[config.mk]
export PLATFORM = sky130hd
export DESIGN_NAME = dmem_arbiter
export DESIGN_NICKNAME = d
export VERILOG_FILES = /design/src/rtl/dmem_arbiter.sv
export SDC_FILE = /design/constraint.sdc
export NUM_CORES = 1
export LEC_CHECK = 0
export ABC_AREA = 1
export BUFFER_PORTS_ARGS = -buffer_cell sky130_fd_sc_hd__buf_2
export CAP_MARGIN = 20
export CELL_PAD_IN_SITES_DETAIL_PLACEMENT = 1
export CELL_PAD_IN_SITES_GLOBAL_PLACEMENT = 1
export CORE_MARGIN = 2
export CORE_UTILIZATION = 31
export DETAILED_ROUTE_END_ITERATION = 10
export HOLD_SLACK_MARGIN = 0.08
export PLACE_DENSITY_LB_ADDON = 0.1
export SYNTH_ARGS = -nofsm -noshare
export SYNTH_HDL_FRONTEND = slang
export SYNTH_SLANG_ARGS = --single-unit
[constraint.sdc]
create_clock -name clk -period 1.5 [get_ports clk]
set_input_delay 0.225 -clock clk [delete_from_list [all_inputs] [get_ports clk]]
set_output_delay 0.225 -clock clk [all_outputs]
set_load 0.1 [all_outputs]
[src/rtl/dmem_arbiter.sv]
// Two-port arbiter/sequencer for the shared 256x8 data memory port.
// One transaction per grant: IDLE (arbitrate, latch) -> ISSUE (drive memory) -> DONE (ack).
module dmem_arbiter #(
  parameter int ADDR_W     = 8,
  parameter int DATA_W     = 8,
  parameter int FIXED_PRIO = 0
) (
  input  logic              clk,
  input  logic              rst_n,
  input  logic              cpu_req,
  input  logic              cpu_we,
  input  logic [ADDR_W-1:0] cpu_addr,
  input  logic [DATA_W-1:0] cpu_wdata,
  output logic              cpu_ack,
  output logic [DATA_W-1:0] cpu_rdata,
  input  logic              dbg_req,
  input  logic              dbg_we,
  input  logic [ADDR_W-1:0] dbg_addr,
  input  logic [DATA_W-1:0] dbg_wdata,
  output logic              dbg_ack,
  output logic [DATA_W-1:0] dbg_rdata,
  output logic [ADDR_W-1:0] mem_raddr,
  output logic [ADDR_W-1:0] mem_waddr,
  output logic              mem_we,
  output logic [DATA_W-1:0] mem_din,
  input  logic [DATA_W-1:0] mem_dout,
  output logic              busy
);

  localparam logic [1:0] IDLE  = 2'd0;
  localparam logic [1:0] ISSUE = 2'd1;
  localparam logic [1:0] DONE  = 2'd2;

  logic [1:0]        state;
  logic              gnt_q;       // 0 = cpu, 1 = dbg
  logic              last_grant;
  logic              we_q;
  logic [ADDR_W-1:0] addr_q;
  logic [DATA_W-1:0] wdata_q;
  logic [DATA_W-1:0] rdata_q;
  logic              win;
  logic              in_issue;
  logic              in_done;

  always_comb begin
    win = ~cpu_req;
    if (cpu_req && dbg_req) begin
      win = (FIXED_PRIO != 0) ? 1'b0 : ~last_grant;
    end
  end

  always_ff @(posedge clk or negedge rst_n) begin
    if (!rst_n) begin
      state      <= IDLE;
      gnt_q      <= 1'b0;
      last_grant <= 1'b1;
      we_q       <= 1'b0;
      addr_q     <= '0;
      wdata_q    <= '0;
      rdata_q    <= '0;
    end else begin
      case (state)
        IDLE: begin
          if (cpu_req || dbg_req) begin
            gnt_q   <= win;
            we_q    <= win ? dbg_we    : cpu_we;
            addr_q  <= win ? dbg_addr  : cpu_addr;
            wdata_q <= win ? dbg_wdata : cpu_wdata;
            state   <= ISSUE;
          end
        end
        ISSUE: begin
          // Writes echo their own data back so both ack types carry a defined value.
          rdata_q <= we_q ? wdata_q : mem_dout;
          state   <= DONE;
        end
        DONE: begin
          last_grant <= gnt_q;
          state      <= IDLE;
        end
        default: state <= IDLE;
      endcase
    end
  end

  // Decoded from state so an async reset drops mem_we and acks immediately.
  assign in_issue  = (state == ISSUE);
  assign in_done   = (state == DONE);

  assign mem_raddr = in_issue ? addr_q  : '0;
  assign mem_waddr = in_issue ? addr_q  : '0;
  assign mem_din   = in_issue ? wdata_q : '0;
  assign mem_we    = in_issue & we_q;

  assign cpu_ack   = in_done & ~gnt_q;
  assign dbg_ack   = in_done &  gnt_q;
  assign cpu_rdata = cpu_ack ? rdata_q : '0;
  assign dbg_rdata = dbg_ack ? rdata_q : '0;

  assign busy      = (state != IDLE);

endmodule

==> flow_metrics.env, run 1 <==
export IMPL_netlist_cell_type_count=20
export IMPL_drtIter0Drc=77
export IMPL_cts_tree="yes"
export IMPL_rsz0062_at_grt="true"
export IMPL_root_buffer="clkbuf_8"
export IMPL_violations="negative setup slack"
export IMPL_nets=416
export IMPL_grt_usage=0.204
export IMPL_critPathMaxStageDelay_ns=0.42
export IMPL_globalplace_congestion=0.725
export IMPL_seqPwrFrac=0.159
export IMPL_grt_pass1_vias=1965
export IMPL_fmax_ghz=0.556
export IMPL_hp_class="input pin to flop"
export IMPL_syn_to_final_growth_pct=89.8
export IMPL_clock_skew_ns=0.0103
export IMPL_yosys_warnings=0
export IMPL_path_max_fanout=8
export IMPL_min_from="mem_dout[1]"
export IMPL_synth_edf_count=0
export IMPL_netSwitchingFraction=0.578
export IMPL_p_sw_w=0.00529
export IMPL_pwr_share_clk=0.079
export IMPL_hold_worst_slack_ns=0.189
export IMPL_combinationalPowerShare=0.761
export IMPL_postSynthAreaPerCell_um2=6.97
export IMPL_cp_required_ns=1.27
export IMPL_via_per_inst=4.53
export IMPL_die_h_um=81.8
export IMPL_fin_ws_ns=-0.298
export IMPL_setup_worst_path_class="flop to output port"
export IMPL_p_per_area_nw_per_um2=2570
export IMPL_fin_crit_sh=1.20
export IMPL_cts_buffer_depth=2
export IMPL_instances_no_fill=446
export IMPL_ant_nets=0
export IMPL_dp_hpwl_um=4770
export IMPL_path_cells="inv_4 > nand2_4 > nor2_4 > inv_2 > buf_12 > nor2_4 > buf_12"
export IMPL_drive_gt1_frac=0.477
export IMPL_numCtsBuffers=5
export IMPL_rr_startpoint="state[0]"
export IMPL_final_util=0.605
export IMPL_antenna_found_initial=0
export IMPL_rows=28
export IMPL_fin_crit_ns=1.80
export IMPL_peakVddDrop_mv=1.38
export IMPL_synth_seq_cells=29
export IMPL_grt_start_max_net_pins=30
export IMPL_netlist_instances=269
export IMPL_via_count=2020
export IMPL_place_ws_ns=0.0132
export IMPL_core_area_um2=5890
export IMPL_start_util=0.319
export IMPL_worstPathArrival_ns=1.57
export IMPL_synth_top_area_cell="dfrtp_1"
export IMPL_numPortBuffers=89
export IMPL_synth_nets=315
export IMPL_cp_start_kind="flop"
export IMPL_seq_area_frac_synth=0.388
export IMPL_place_inst=423
export IMPL_die_w_um=81.8
export IMPL_netlist_area_um2=1880
export IMPL_slew_violations=0
export IMPL_worst_pin_slew_ns=0.701
export IMPL_htree_levels=2
export IMPL_clock_sinks=29
export IMPL_cpMaxStageDelayCell="dfrtp_1"
export IMPL_slew_headroom=0.533
export IMPL_async_flop_share=1.00
export IMPL_firstDrtPassIters=4
export IMPL_num_io_pins=90
export IMPL_die_area_um2=6690
export IMPL_startpoint="state[0]"
export IMPL_synth_top_area_frac=0.374
export IMPL_status="complete, but fails checks"
export IMPL_p_int_w=0.00387
export IMPL_end_kind="output port"
export IMPL_finalSetupViolations=44
export IMPL_cap_violations=0
export IMPL_total_power_w=0.00915
export IMPL_hold_viol_final=0
export IMPL_drc=0
export IMPL_synthFlopType="dfrtp_1"
export IMPL_grt_pass1_wl_um=10400
export IMPL_power_leakage_nw=1.78
export IMPL_synth_area_leaders="dfrtp_1 (37%), nand2_1 (13%), inv_1 (12%)"
export IMPL_clk_latency_ns=0.29
export IMPL_wl_per_cell_um=16.7
export IMPL_path_clk_slew_ns=0.07
export IMPL_wl_um=7430
export IMPL_grt_overflow=0
export IMPL_antenna_cells=0
worst max-delay path: cells and delay by family (launching register included):
family,cells,cell delay (ns)
buf+inv,4,0.52
flops,1,0.42
simple gates,3,0.31
final timing paths:
path | end | slack [ns] | cells after the start
setup reg to reg | rdata_q[0] | -0.02 | 7
setup / recovery | cpu_rdata[6] | -0.30 | 7
max in group asynchronous | state[1] | 0.48 | 2
min in group asynchronous | addr_q[0] | 0.53 | 2
hold reg to reg | addr_q[5] | 0.49 | 2
hold / removal | rdata_q[1] | 0.19 | 3
layout make-up:
class,instances,area (um2)
timing repair inverter,2,32.5
timing repair buffer,111,1320
inverter,66,260
tap,75,93.8
clock buffer,7,96.3
clock inverter,1,5.00
fill,690,2330
multi-input combinational,155,1030
sequential,29,728
timing repair:
item	4_1_cts	5_1_grt
gates cloned	2	0
hold buffers	1	0
hold endpoints to repair	28	0
buffers inserted	7	6
endpoints found under the setup margin	43	43
resized for setup	12	19
pin swaps	9	7
Yosys cell counts (2+ instances only):
master / instances
dfrtp_1: 28
nor2_1: 34
nand3_2: 8
nand2_1: 63
nand2_2: 2
o21ai_0: 8
inv_1: 62
inv_2: 3
nor2_4: 2
o211ai_1: 8
buf_6: 2
buf_4: 10
nand3_1: 27
buf_2: 6
metal layers:
metal,routed length [um],up-vias,GRT usage
li1,-,988,-
met1,2990,941,0.259
met2,3820,77,0.340
met3,450,14,0.0495
met4,169,0,0.0667
met5,0,-,0
kinds of logic after synthesis:
family,count (synthesis),synth area share
flip-flops,29,0.388
AND/OR/NAND/NOR,138,0.344
buffers and inverters,85,0.212
AO/OA/AOI/OAI,17,0.0560
metrics by stage:
stage,setup TNS [ns],cell area (um2)
floorplan,-15.76,2210
global placement,0,3240
detailed placement,0,3240
CTS,-4.68,3440
global route,-11.78,3560
finish,-10.55,3560
registers in the layout, summed over array words and instances, names as in the netlist:
| name | count |
|---|---|
| addr_q | 8 |
| gnt_q | 1 |
| last_grant | 1 |
| rdata_q | 8 |
| state | 2 |
| wdata_q | 8 |
| we_q | 1 |
power groups by stage:
| stage | clock network (W) | registers, W | logic [W] |
|---|---|---|---|
| after floorplan | 0 | 0.00134 | 0.00473 |
| after global placement | 0 | 0.00139 | 0.00625 |
| after detailed placement | 0 | 0.00143 | 0.00638 |
| after CTS | 0.000729 | 0.00142 | 0.00663 |
| after global routing | 0.000776 | 0.00150 | 0.00728 |
| final | 0.000724 | 0.00146 | 0.00697 |
layout by cell type (no fill, tap or decap), types with 2 or more instances in the layout:
cell / netlist / routed
buf_12: 1 / 46
inv_1: 62 / 61
dfrtp_1: 28 / 27
clkinv_8: 0 / 2
clkbuf_8: 0 / 7
buf_2: 6 / 45
inv_4: 1 / 2
o21ai_0: 8 / 7
nand2_4: 1 / 2
buf_6: 2 / 3
nand2_1: 63 / 62
nand2_2: 2 / 2
nand3_2: 8 / 8
inv_2: 3 / 2
nor2_4: 2 / 36
nand3_1: 27 / 26
buf_4: 10 / 15
o211ai_1: 8 / 8
(Power assumes the default switching activity.)
==> run 2, diff against run 1 <==
--- a/config.mk
+++ b/config.mk
@@ -11,7 +11,7 @@
 export CELL_PAD_IN_SITES_DETAIL_PLACEMENT = 1
 export CELL_PAD_IN_SITES_GLOBAL_PLACEMENT = 1
 export CORE_MARGIN = 2
-export CORE_UTILIZATION = 31
+export CORE_UTILIZATION = 28
 export DETAILED_ROUTE_END_ITERATION = 10
 export HOLD_SLACK_MARGIN = 0.08
 export PLACE_DENSITY_LB_ADDON = 0.1
==> constraint.sdc (replaced) <==
create_clock -name clk -period 1.4 [get_ports clk]
set_input_delay 0.21 -clock clk [delete_from_list [all_inputs] [get_ports clk]]
set_output_delay 0.21 -clock clk [all_outputs]
set_load 0.1 [all_outputs]
==> flow_metrics.env, run 2 (same netlist as run 1, synthesis figures left out) <==
export IMPL_final_util=0.587
export IMPL_drtIter0Drc=86
export IMPL_place_inst=428
export IMPL_die_area_um2=7370
export IMPL_grt_usage=0.168
export IMPL_cap_violations=0
export IMPL_fin_crit_ns=1.68
export IMPL_fmax_ghz=0.594
export IMPL_hold_viol_final=0
export IMPL_status="complete, but fails checks"
export IMPL_numCtsBuffers=5
export IMPL_cts_buffer_depth=2
export IMPL_wl_um=6390
export IMPL_critPathMaxStageDelay_ns=0.40
export IMPL_multiInputGateArea_um2=1100
export IMPL_fillers=740
export IMPL_via_count=2012
export IMPL_slew_violations=0
export IMPL_wl_met1_um=2700
export IMPL_violations="design-rule violations, negative setup slack"
export IMPL_cts_tree="yes"
export IMPL_power_leakage_nw=1.84
export IMPL_layout_commonest_cell="inv_1"
export IMPL_worst_pin_slew_ns=0.369
export IMPL_ant_nets=0
export IMPL_rows=29
export IMPL_top_regs="addr_q x8, rdata_q x8, wdata_q x8"
export IMPL_clock_sinks=29
export IMPL_final_cell_mix="inv_1 (60), nand2_1 (53), buf_12 (51)"
export IMPL_root_buffer="clkbuf_8"
export IMPL_die_h_um=85.8
export IMPL_path_clk_slew_ns=0.07
export IMPL_grt_overflow=0
export IMPL_end_kind="output port"
export IMPL_worstPathArrival_ns=1.47
export IMPL_cp_buffers_inverters=4
export IMPL_start_util=0.292
export IMPL_top_layer_used="met4"
export IMPL_core_area_um2=6420
export IMPL_syn_to_final_growth_pct=101
export IMPL_drc=8
export IMPL_dp_hpwl_um=4410
export IMPL_peakVddDrop_mv=1.28
export IMPL_instances_no_fill=453
export IMPL_hp_class="input pin to flop"
export IMPL_cpMaxStageDelayCell="dfrtp_1"
export IMPL_wl_met2_um=3320
export IMPL_cp_required_ns=1.19
export IMPL_setup_worst_path_class="flop to output port"
export IMPL_firstDrtPassIters=8
export IMPL_setup_tns_ns=-10.07
export IMPL_die_w_um=85.8
export IMPL_slew_headroom=0.754
export IMPL_crit_family="buffers and inverters"
export IMPL_drive_gt1_frac=0.521
export IMPL_globalplace_congestion=0.780
export IMPL_grt_pass1_vias=1988
export IMPL_antenna_cells=0
export IMPL_path_max_fanout=8
export IMPL_finalSetupViolations=56
export IMPL_numPortBuffers=89
export IMPL_cp_start_kind="flop"
export IMPL_grt_pass1_wl_um=9840
export IMPL_p_per_area_nw_per_um2=2720
export IMPL_fin_ws_ns=-0.282
export IMPL_route_met3_wl_um=281
export IMPL_clock_skew_ns=0.00505
export IMPL_path_cells="inv_4 > nand2_4 > nor2_4 > inv_2 > buf_12 > nor2_4 > buf_12"
export IMPL_final_area_um2=3770
export IMPL_grt_start_max_net_pins=19
export IMPL_num_io_pins=90
export IMPL_fin_crit_sh=1.20
export IMPL_nets=421
export IMPL_clk_latency_ns=0.29
export IMPL_seq_area_um2=728
export IMPL_placed_cell_area_um2=3280
export IMPL_wl_per_cell_um=14.1
export IMPL_antenna_found_initial=0
export IMPL_rsz0062_at_grt="true"
export IMPL_via_per_inst=4.44
export IMPL_htree_levels=2
run 2: cell types whose count changed in the layout (fill, tap and decap cells not counted), sizes merged:
cell      before  now
buf          110  112
clkinv         3    2
inv           66   69
clkinvlp       0    1
clkbuf         7    6
bufinv         0    1
run 2: tightest hold or removal path, delay by kind of cell:
family,cells,cell delay (ns)
compound gates,2,0.12
buf+inv,1,0.08
run 2: power breakdown:
part	switching, W	internal, W	total (W)	leakage (nW)
combinational	0.00509	0.00274	0.00783	1.44
sequential	0.000260	0.00128	0.00154	0.350
clock	0.000361	0.000532	0.000893	0.0543
total	0.00571	0.00455	0.0103	1.84
run 2: area by class of cell:
type | count | area share
Sequential cell | 29 | 0.193
Timing Repair Buffer | 114 | 0.374
Clock buffer | 5 | 0.0182
Multi-Input combinational cell | 155 | 0.292
Inverter | 66 | 0.0730
Tap cell | 77 | 0.0255
Clock inverter | 3 | 0.0123
Timing Repair inverter | 4 | 0.0119
run 2: metal layers:
layer / vias up / global-route usage
li1: 1012 / -
met4: 0 / 0.0563
met2: 57 / 0.293
met3: 6 / 0.0212
met5: - / 0
met1: 937 / 0.215
run 2: repair_timing:
action | CTS | global route
setup buffers | 4 | 10
gates cloned | 2 | 3
pin swaps | 11 | 10
hold endpoints to repair | 13 | 0
resized for setup | 23 | 30
endpoints found under the setup margin | 43 | 59
hold buffers | 1 | 0
run 2: path summary, 6_finish.rpt:
path,to,start,cells past startpoint,slack [ns]
max,cpu_rdata[0],state[0],7,-0.28
min,rdata_q[4],mem_dout[4],3,0.17
max reg2reg,addr_q[0],state[0],9,-0.03
min reg2reg,wdata_q[3],wdata_q[3],2,0.49
max in group asynchronous,last_grant,rst_n,3,0.55
min in group asynchronous,rdata_q[7],rst_n,2,0.37
run 2: through the flow:
step                hold WS (ns)  total power, W  setup slack (ns)
CTS                        0.168         0.00962            -0.258
finish                     0.166          0.0103            -0.282
global placement           0.141         0.00824            0.0561
detailed placement         0.146         0.00835            0.0155
floorplan                -0.0856         0.00650            -0.944
global route               0.191          0.0108            -0.350
